--- config.mk ---
export PLATFORM = sky130hd
export DESIGN_NAME = serial_nibble_rx
export DESIGN_NICKNAME = d
export VERILOG_FILES = /design/src/rtl/serial_nibble_rx_pkg.sv /design/src/rtl/serial_nibble_rx_shift.sv /design/src/rtl/serial_nibble_rx.sv
export SDC_FILE = /design/constraint.sdc
export NUM_CORES = 1
export LEC_CHECK = 0
export ABC_AREA = 0
export CAP_MARGIN = 20
export CORE_UTILIZATION = 44
export DETAILED_ROUTE_END_ITERATION = 8
export GPL_ROUTABILITY_DRIVEN = 0
export PLACE_DENSITY = 0.72
export REMOVE_ABC_BUFFERS = 1
export SKIP_LAST_GASP = 1
export SYNTH_ARGS = -nofsm -noshare
export SYNTH_HDL_FRONTEND = slang
export SYNTH_SLANG_ARGS = --single-unit
--- constraint.sdc ---
create_clock -name clk -period 1 [get_ports clk]
set_input_delay 0.2 -clock clk [delete_from_list [all_inputs] [get_ports clk]]
set_output_delay 0.2 -clock clk [all_outputs]
set_load 0.05 [all_outputs]
--- src/rtl/serial_nibble_rx_pkg.sv ---
// Shared types and constants for the framed serial nibble receiver.
// Optional even parity is selected with SERIAL_NIBBLE_RX_PARITY_EN.
package serial_nibble_rx_pkg;

    typedef enum logic [1:0] {
        IDLE   = 2'd0,
        DATA   = 2'd1,
        PARITY = 2'd2,
        STOP   = 2'd3
    } rx_state_t;

    localparam logic RX_IDLE_LEVEL    = 1'b1;
    localparam int   RX_DEFAULT_WIDTH = 4;

    // State entered once the last data bit has been shifted in.
    function automatic rx_state_t rx_after_data();
`ifdef SERIAL_NIBBLE_RX_PARITY_EN
        return PARITY;
`else
        return STOP;
`endif
    endfunction

endpackage

--- src/rtl/serial_nibble_rx_shift.sv ---
// WIDTH-bit right-shift register: new bits enter at the MSB so the first
// bit received ends up in bit 0. Asynchronous active-low clear.
module rx_shift_reg #(
    parameter int WIDTH = 4
) (
    input  logic             clk,
    input  logic             clr_n,
    input  logic             shift_en,
    input  logic             din,
    output logic [WIDTH-1:0] q
);

    logic [WIDTH-1:0] sreg_q;
    logic [WIDTH-1:0] sreg_d;

    genvar gi;
    generate
        for (gi = 0; gi < WIDTH - 1; gi++) begin : g_shift
            always_comb begin
                sreg_d[gi] = shift_en ? sreg_q[gi+1] : sreg_q[gi];
            end
        end
    endgenerate

    always_comb begin
        sreg_d[WIDTH-1] = shift_en ? din : sreg_q[WIDTH-1];
    end

    always_ff @(posedge clk or negedge clr_n) begin
        if (!clr_n) begin
            sreg_q <= '0;
        end else begin
            sreg_q <= sreg_d;
        end
    end

    assign q = sreg_q;

endmodule

--- src/rtl/serial_nibble_rx.sv ---
// Framed serial-to-parallel receiver: start bit, WIDTH data bits LSB first,
// optional even parity (SERIAL_NIBBLE_RX_PARITY_EN), stop bit.
module serial_nibble_rx
    import serial_nibble_rx_pkg::*;
#(
    parameter int WIDTH = RX_DEFAULT_WIDTH
) (
    input  logic             clk,
    input  logic             rst,
    input  logic             cen,
    input  logic             SI,
    output logic [WIDTH-1:0] PO,
    output logic             valid,
    output logic             ferr,
    output logic             perr,
    output logic             busy
);

    localparam int CNT_W = $clog2(WIDTH) + 1;
    localparam logic [CNT_W-1:0] CNT_LAST = CNT_W'(WIDTH - 1);

    rx_state_t        state_q, state_d;
    logic [CNT_W-1:0] cnt_q, cnt_d;
    logic [WIDTH-1:0] po_q, po_d;
    logic             valid_q, valid_d;
    logic             ferr_q, ferr_d;
    logic             busy_q, busy_d;
    logic [WIDTH-1:0] sreg;
    logic             shift_en;

    assign shift_en = cen && (state_q == DATA);

    rx_shift_reg #(
        .WIDTH (WIDTH)
    ) u_shift (
        .clk      (clk),
        .clr_n    (rst),
        .shift_en (shift_en),
        .din      (SI),
        .q        (sreg)
    );

`ifdef SERIAL_NIBBLE_RX_PARITY_EN
    logic par_err_q, par_err_d;
    logic perr_q, perr_d;
`endif

    always_comb begin
        state_d = state_q;
        cnt_d   = cnt_q;
        po_d    = po_q;
        valid_d = 1'b0;
        ferr_d  = 1'b0;
`ifdef SERIAL_NIBBLE_RX_PARITY_EN
        par_err_d = par_err_q;
        perr_d    = 1'b0;
`endif
        if (cen) begin
            case (state_q)
                IDLE: begin
                    // No start-bit re-check: any low sample opens a frame.
                    if (SI != RX_IDLE_LEVEL) begin
                        state_d = DATA;
                        cnt_d   = '0;
`ifdef SERIAL_NIBBLE_RX_PARITY_EN
                        par_err_d = 1'b0;
`endif
                    end
                end
                DATA: begin
                    cnt_d = cnt_q + CNT_W'(1);
                    if (cnt_q == CNT_LAST) begin
                        state_d = rx_after_data();
                    end
                end
                PARITY: begin
`ifdef SERIAL_NIBBLE_RX_PARITY_EN
                    par_err_d = SI ^ (^sreg);
                    state_d   = STOP;
`else
                    state_d = IDLE;
`endif
                end
                STOP: begin
                    if (SI == RX_IDLE_LEVEL) begin
`ifdef SERIAL_NIBBLE_RX_PARITY_EN
                        if (par_err_q) begin
                            perr_d = 1'b1;
                        end else begin
                            po_d    = sreg;
                            valid_d = 1'b1;
                        end
`else
                        po_d    = sreg;
                        valid_d = 1'b1;
`endif
                    end else begin
                        ferr_d = 1'b1;
                    end
                    // A low stop bit is consumed here, never treated as a start.
                    state_d = IDLE;
                end
                default: state_d = IDLE;
            endcase
        end
        busy_d = (state_d != IDLE);
    end

    always_ff @(posedge clk or negedge rst) begin
        if (!rst) begin
            state_q <= IDLE;
            cnt_q   <= '0;
            po_q    <= '0;
            valid_q <= 1'b0;
            ferr_q  <= 1'b0;
            busy_q  <= 1'b0;
        end else begin
            state_q <= state_d;
            cnt_q   <= cnt_d;
            po_q    <= po_d;
            valid_q <= valid_d;
            ferr_q  <= ferr_d;
            busy_q  <= busy_d;
        end
    end

`ifdef SERIAL_NIBBLE_RX_PARITY_EN
    always_ff @(posedge clk or negedge rst) begin
        if (!rst) begin
            par_err_q <= 1'b0;
            perr_q    <= 1'b0;
        end else begin
            par_err_q <= par_err_d;
            perr_q    <= perr_d;
        end
    end
    assign perr = perr_q;
`else
    assign perr = 1'b0;
`endif

    assign PO    = po_q;
    assign valid = valid_q;
    assign ferr  = ferr_q;
    assign busy  = busy_q;

endmodule

# Yosys cells after proc, flatten, opt, wreduce, memory -nomap -nowiden
# Index checks and enable logic that the tools add are counted.
# classes
n_reduce_logical	7
add_sub_neg	1
muxes	12
n_eq_ne	5
# op_table
op	count
1-bit two-way mux	6
2-bit two-way mux	3
2-bit case mux with 3 select lines	1
3-bit case mux with 2 select lines	1
3-bit AND reduction	2
2-bit equality test (second input constant)	2
2-bit nonzero test	2
3-bit by 1-bit adder with 3-bit output (second input constant)	1
3-bit by 2-bit equality test with 1-bit output (second input constant)	1
3-bit two-way mux	1
2-bit by 1-bit equality test with 1-bit output (second input constant)	1
2-bit logical NOT	1
2-bit inequality test (second input constant)	1
2-bit OR reduction	1
1-bit logical AND	1
# word_totals
inputBits	4
word_cells	32
register_bits	16
out_inout_bits	8

# Logic depth before layout (Yosys ltp)
# Gate-level depths: netlist (run 1).
# depth
ltp_word	5
mapped_depth	4
mapped_depth_nobuf	4

# By module
# A second synthesis (run 1) with hierarchy kept.
# hier_totals
hier_cells	48
area_unflattened_um2	644.4
# modules_own_cells
mod	cells_per_inst	seq_area_each_um2	instances	area_per_inst_um2
serial_nibble_rx	40	300.3	1	499.2
rx_shift_reg	8	100.1	1	145.1

# Least setup slack after synthesis (run 1)
# OpenSTA, ideal clock, no wires.
# synth_timing
path_kind	register to register
from	register state_q[1]
to	register u_shift.sreg_q[0], in the netlist u_shift.q[0]
period_less_slack_ns	1.145
required_ns	0.875
setup_time_ns	0.125
path_stages_with_launch	4
path_slack_ns	-0.145
t_arrival_ns	1.020
n_path_buf	0
path_cell_list	dfrtp_1 -> nor2b_4 -> and2_4 -> mux2_4
# synth_between
elab_chain_len	2
# synth_lines
item	line_no	rtl
start: declaration	serial_nibble_rx.sv:22	rx_state_t state_q, state_d;
start signal: assignment	serial_nibble_rx.sv:118	state_q <= state_d;
2-bit by 1-bit equality test with 1-bit output	serial_nibble_rx.sv:31	assign shift_en = cen && (state_q == DATA);
1-bit logical AND	serial_nibble_rx.sv:31	
end signal: assignment	serial_nibble_rx_shift.sv:33	sreg_q <= sreg_d;
end: declaration	serial_nibble_rx_shift.sv:13	logic [WIDTH-1:0] sreg_q;
# Every way passes these cells.
# A chain may end at the register's enable or synchronous reset.

# Worst setup path after layout (run 1)
# layout_timing
from	register state_q[1]
to	register u_shift.sreg_q[3], in the netlist u_shift.q[3]
# The elaborated chain is that of the path after synthesis.

==> results of run 1 <==
[stage by stage]
step	power, mW	worst slack (ns)	hold slack, ns	std cells	TNS [ns]
detailed placement	2.63	-0.502	0.474	79	-6.23
floorplan	1.92	-0.145	-0.0956	46	-0.737
global placement	2.58	-0.479	0.473	79	-5.90
CTS	3.27	-0.167	0.248	85	-1.68
finish	3.31	-0.172	0.250	86	-2.02
global route	3.48	-0.210	0.260	86	-2.62
[kinds of logic (layout without fill, tap and decap cells)]
| kind of cell | Yosys count | in the layout | synth area share |
|---|---|---|---|
| flip-flops | 16 | 16 | 0.599 |
| multiplexers | 9 | 9 | 0.174 |
| AO/OA/AOI/OAI | 7 | 7 | 0.0637 |
| AND/OR/NAND/NOR | 7 | 7 | 0.0861 |
| buffers and inverters | 5 | 29 | 0.0337 |
| adder cells (fa/ha/maj) | 2 | 2 | 0.0374 |
| other | 1 | 1 | 0.00561 |
[layout by cell type, fill, tap and decap left out, drive strengths merged]
cell and n:
a21oi 2, a22o 1, and2 1, buf 18
clkbuf 4, clkdlybuf4s50 1, conb 1, dfrtp 16
dlygate4sd2 2, ha 2, inv 4, mux2 9
nand2 1, nand3 1, nand4 1, nor2 1
nor2b 1, o21ai 3, o2bb2ai 1, or2b 1
[final timing paths]
kind,to,slack [ns],cells after the start,startpoint
min in group clk,ferr,0.34,2,SI
max in group asynchronous,state_q[0],0.62,2,rst
worst max register to register,u_shift.q[3],-0.17,4,state_q[1]
worst min register to register,cnt_q[2],0.50,1,cnt_q[2]
worst max-delay path,u_shift.q[3],-0.17,4,state_q[1]
worst min-delay path,PO[0],0.25,2,rst
[cells in the mapped netlist, drive strengths merged (2+ instances only)]
library cell  count  share of area
a21oi             2          0.015
inv               4          0.022
ha                2          0.037
dfrtp            16           0.60
mux2              9           0.17
o21ai             3          0.022
[final cells by class]
| cell class | count | area (sq um) |
|---|---|---|
| flip-flops and latches | 16 | 403 |
| fillers | 83 | 307 |
| repair buffers | 21 | 287 |
| multi-input cells | 26 | 284 |
| clock buffers | 4 | 36.3 |
| well taps | 15 | 18.8 |
| inverters | 4 | 15.0 |
[flip-flops by register name (all words and copies together) (netlist names)]
signal and count:
busy 1, cnt_q 3, ferr 1, PO 4, state_q 2, u_shift.q 4
valid 1
[power by group]
group | switching, mW | leakage, nW | internal, mW | total [mW]
Combinational | 0.697 | 0.294 | 1.00 | 1.70
Sequential | 0.269 | 0.194 | 0.924 | 1.19
Clock | 0.192 | 0.0210 | 0.221 | 0.414
[layer usage]
metal | global-route usage | wire (microns) | vias to the layer above
met1 | 0.218 | 529 | 220
li1 | - | - | 210
met2 | 0.281 | 627 | 8
met5 | 0 | 0 | -
met3 | 0.0326 | 32 | 2
met4 | 0.100 | 13 | 0
[what timing repair did]
| action | 4_1_cts | 5_1_grt |
|---|---|---|
| pin swaps | 1 | 0 |
| gates resized for setup | 13 | 5 |
| endpoints found under the setup margin | 20 | 20 |
| buffers inserted | 2 | 1 |
| endpoints found under the hold margin | 0 | 0 |
==> flow_metrics.env, run 1 <==
export IMPL_wl_per_cell_microns=14.0
export IMPL_async_reset_ff_frac=1.00
export IMPL_start_kind="flop"
export IMPL_hold_buffers=0
export IMPL_cts_buffers=3
export IMPL_drive_gt1_frac=0.563
export IMPL_top_level_ports=12
export IMPL_setup_viol=20
export IMPL_synth_seq_area_share=0.599
export IMPL_grt_pass1_wl_microns=1790
export IMPL_wl_microns=1200
export IMPL_crit_path_end_kind="flop"
export IMPL_synth_flop_cell="dfrtp_1"
export IMPL_grt_max_degree=17
export IMPL_cts_sinks=16
export IMPL_syn_inst=47
export IMPL_yosys_register_bits=16
export IMPL_dieArea_sq_mm=0.00168
export IMPL_min_path_type="input pin to asynchronous set/reset pin"
export IMPL_finalInstanceArea_sq_mm=0.00104
export IMPL_routed_via_density=5.12
export IMPL_final_hold_viol_count=0
export IMPL_clk_pin_slew_ns=0.09
export IMPL_synth_warnings=0
export IMPL_critical_path_max_stage_delay_ns=0.45
export IMPL_clk_latency_ns=0.28
export IMPL_powerDensity_mw_per_mm2=3170
export IMPL_fmax_mhz=853
export IMPL_firstDrtPassIters=4
export IMPL_worst_slack_ns=-0.172
export IMPL_path_delay_family="flip-flops"
export IMPL_place_area_sq_um=922
export IMPL_cap_viol_max_count=0
export IMPL_worst_ep_arrival_time_ns=1.34
export IMPL_row_count=13
export IMPL_synth_edf_count=0
export IMPL_synth_area_per_cell_sq_um=14.2
export IMPL_slew_viol_final=0
export IMPL_cts_root_buf="clkbuf_4"
export IMPL_final_period_utilization=1.17
export IMPL_p_leak_nw=0.509
export IMPL_final_util=0.773
export IMPL_drt_first_iter_violations=4
export IMPL_numPortBuffers=10
export IMPL_crit_path_max_fanout=3
export IMPL_antenna_cells=0
export IMPL_crit_buf_inv=1
export IMPL_grt_pass1_vias=412
export IMPL_htreeDepth=1
export IMPL_dp_hpwl_microns=777
export IMPL_initial_core_util=0.495
export IMPL_status="finished, violations left"
export IMPL_area_growth_pct=56.2
export IMPL_ant_nets=0
export IMPL_path_class="flop to flop"
export IMPL_cp_slowest_cell="dfrtp_2"
export IMPL_finClkSkew_ns=0.00174
export IMPL_finish_net_count=78
export IMPL_vias=440
export IMPL_ir_drop_uv=1680
export IMPL_period_needed_ns=1.17
export IMPL_path_cells="nor2b_4, buf_6, nand2_4, mux2_4"
export IMPL_grt_total_usage=0.175
export IMPL_antenna_found_initial=0
export IMPL_grt_setup_unrepaired="true"
export IMPL_cts_buffer_depth=2
export IMPL_core_sq_mm=0.00135
export IMPL_cts_tree="yes"
export IMPL_netlist_cell_type_count=20
export IMPL_grt_overflow=0
export IMPL_chipHeight_microns=41.0
export IMPL_cp_data_required_time_ns=1.17
export IMPL_synth_area_sq_um=668
export IMPL_failed_checks="negative setup slack"
export IMPL_drc=0
export IMPL_dieWidth_microns=41.0
(Power assumes the default switching activity.)
==> run 2, diff against run 1 <==
--- a/config.mk
+++ b/config.mk
@@ -6,7 +6,7 @@
 export NUM_CORES = 1
 export LEC_CHECK = 0
 export ABC_AREA = 0
-export CAP_MARGIN = 20
+export CAP_MARGIN = 10
 export CORE_UTILIZATION = 44
 export DETAILED_ROUTE_END_ITERATION = 8
 export GPL_ROUTABILITY_DRIVEN = 0
==> results of run 2 <==
No change in the layout: final DEF, timing and power equal those of run 1.
==> run 3, diff against run 2 <==
--- a/config.mk
+++ b/config.mk
@@ -8,6 +8,7 @@
 export ABC_AREA = 0
 export CAP_MARGIN = 10
 export CORE_UTILIZATION = 44
+export CTS_CLUSTER_SIZE = 30
 export DETAILED_ROUTE_END_ITERATION = 8
 export GPL_ROUTABILITY_DRIVEN = 0
 export PLACE_DENSITY = 0.72
==> results of run 3 <==
No change in the layout: final DEF, timing and power equal those of run 1.
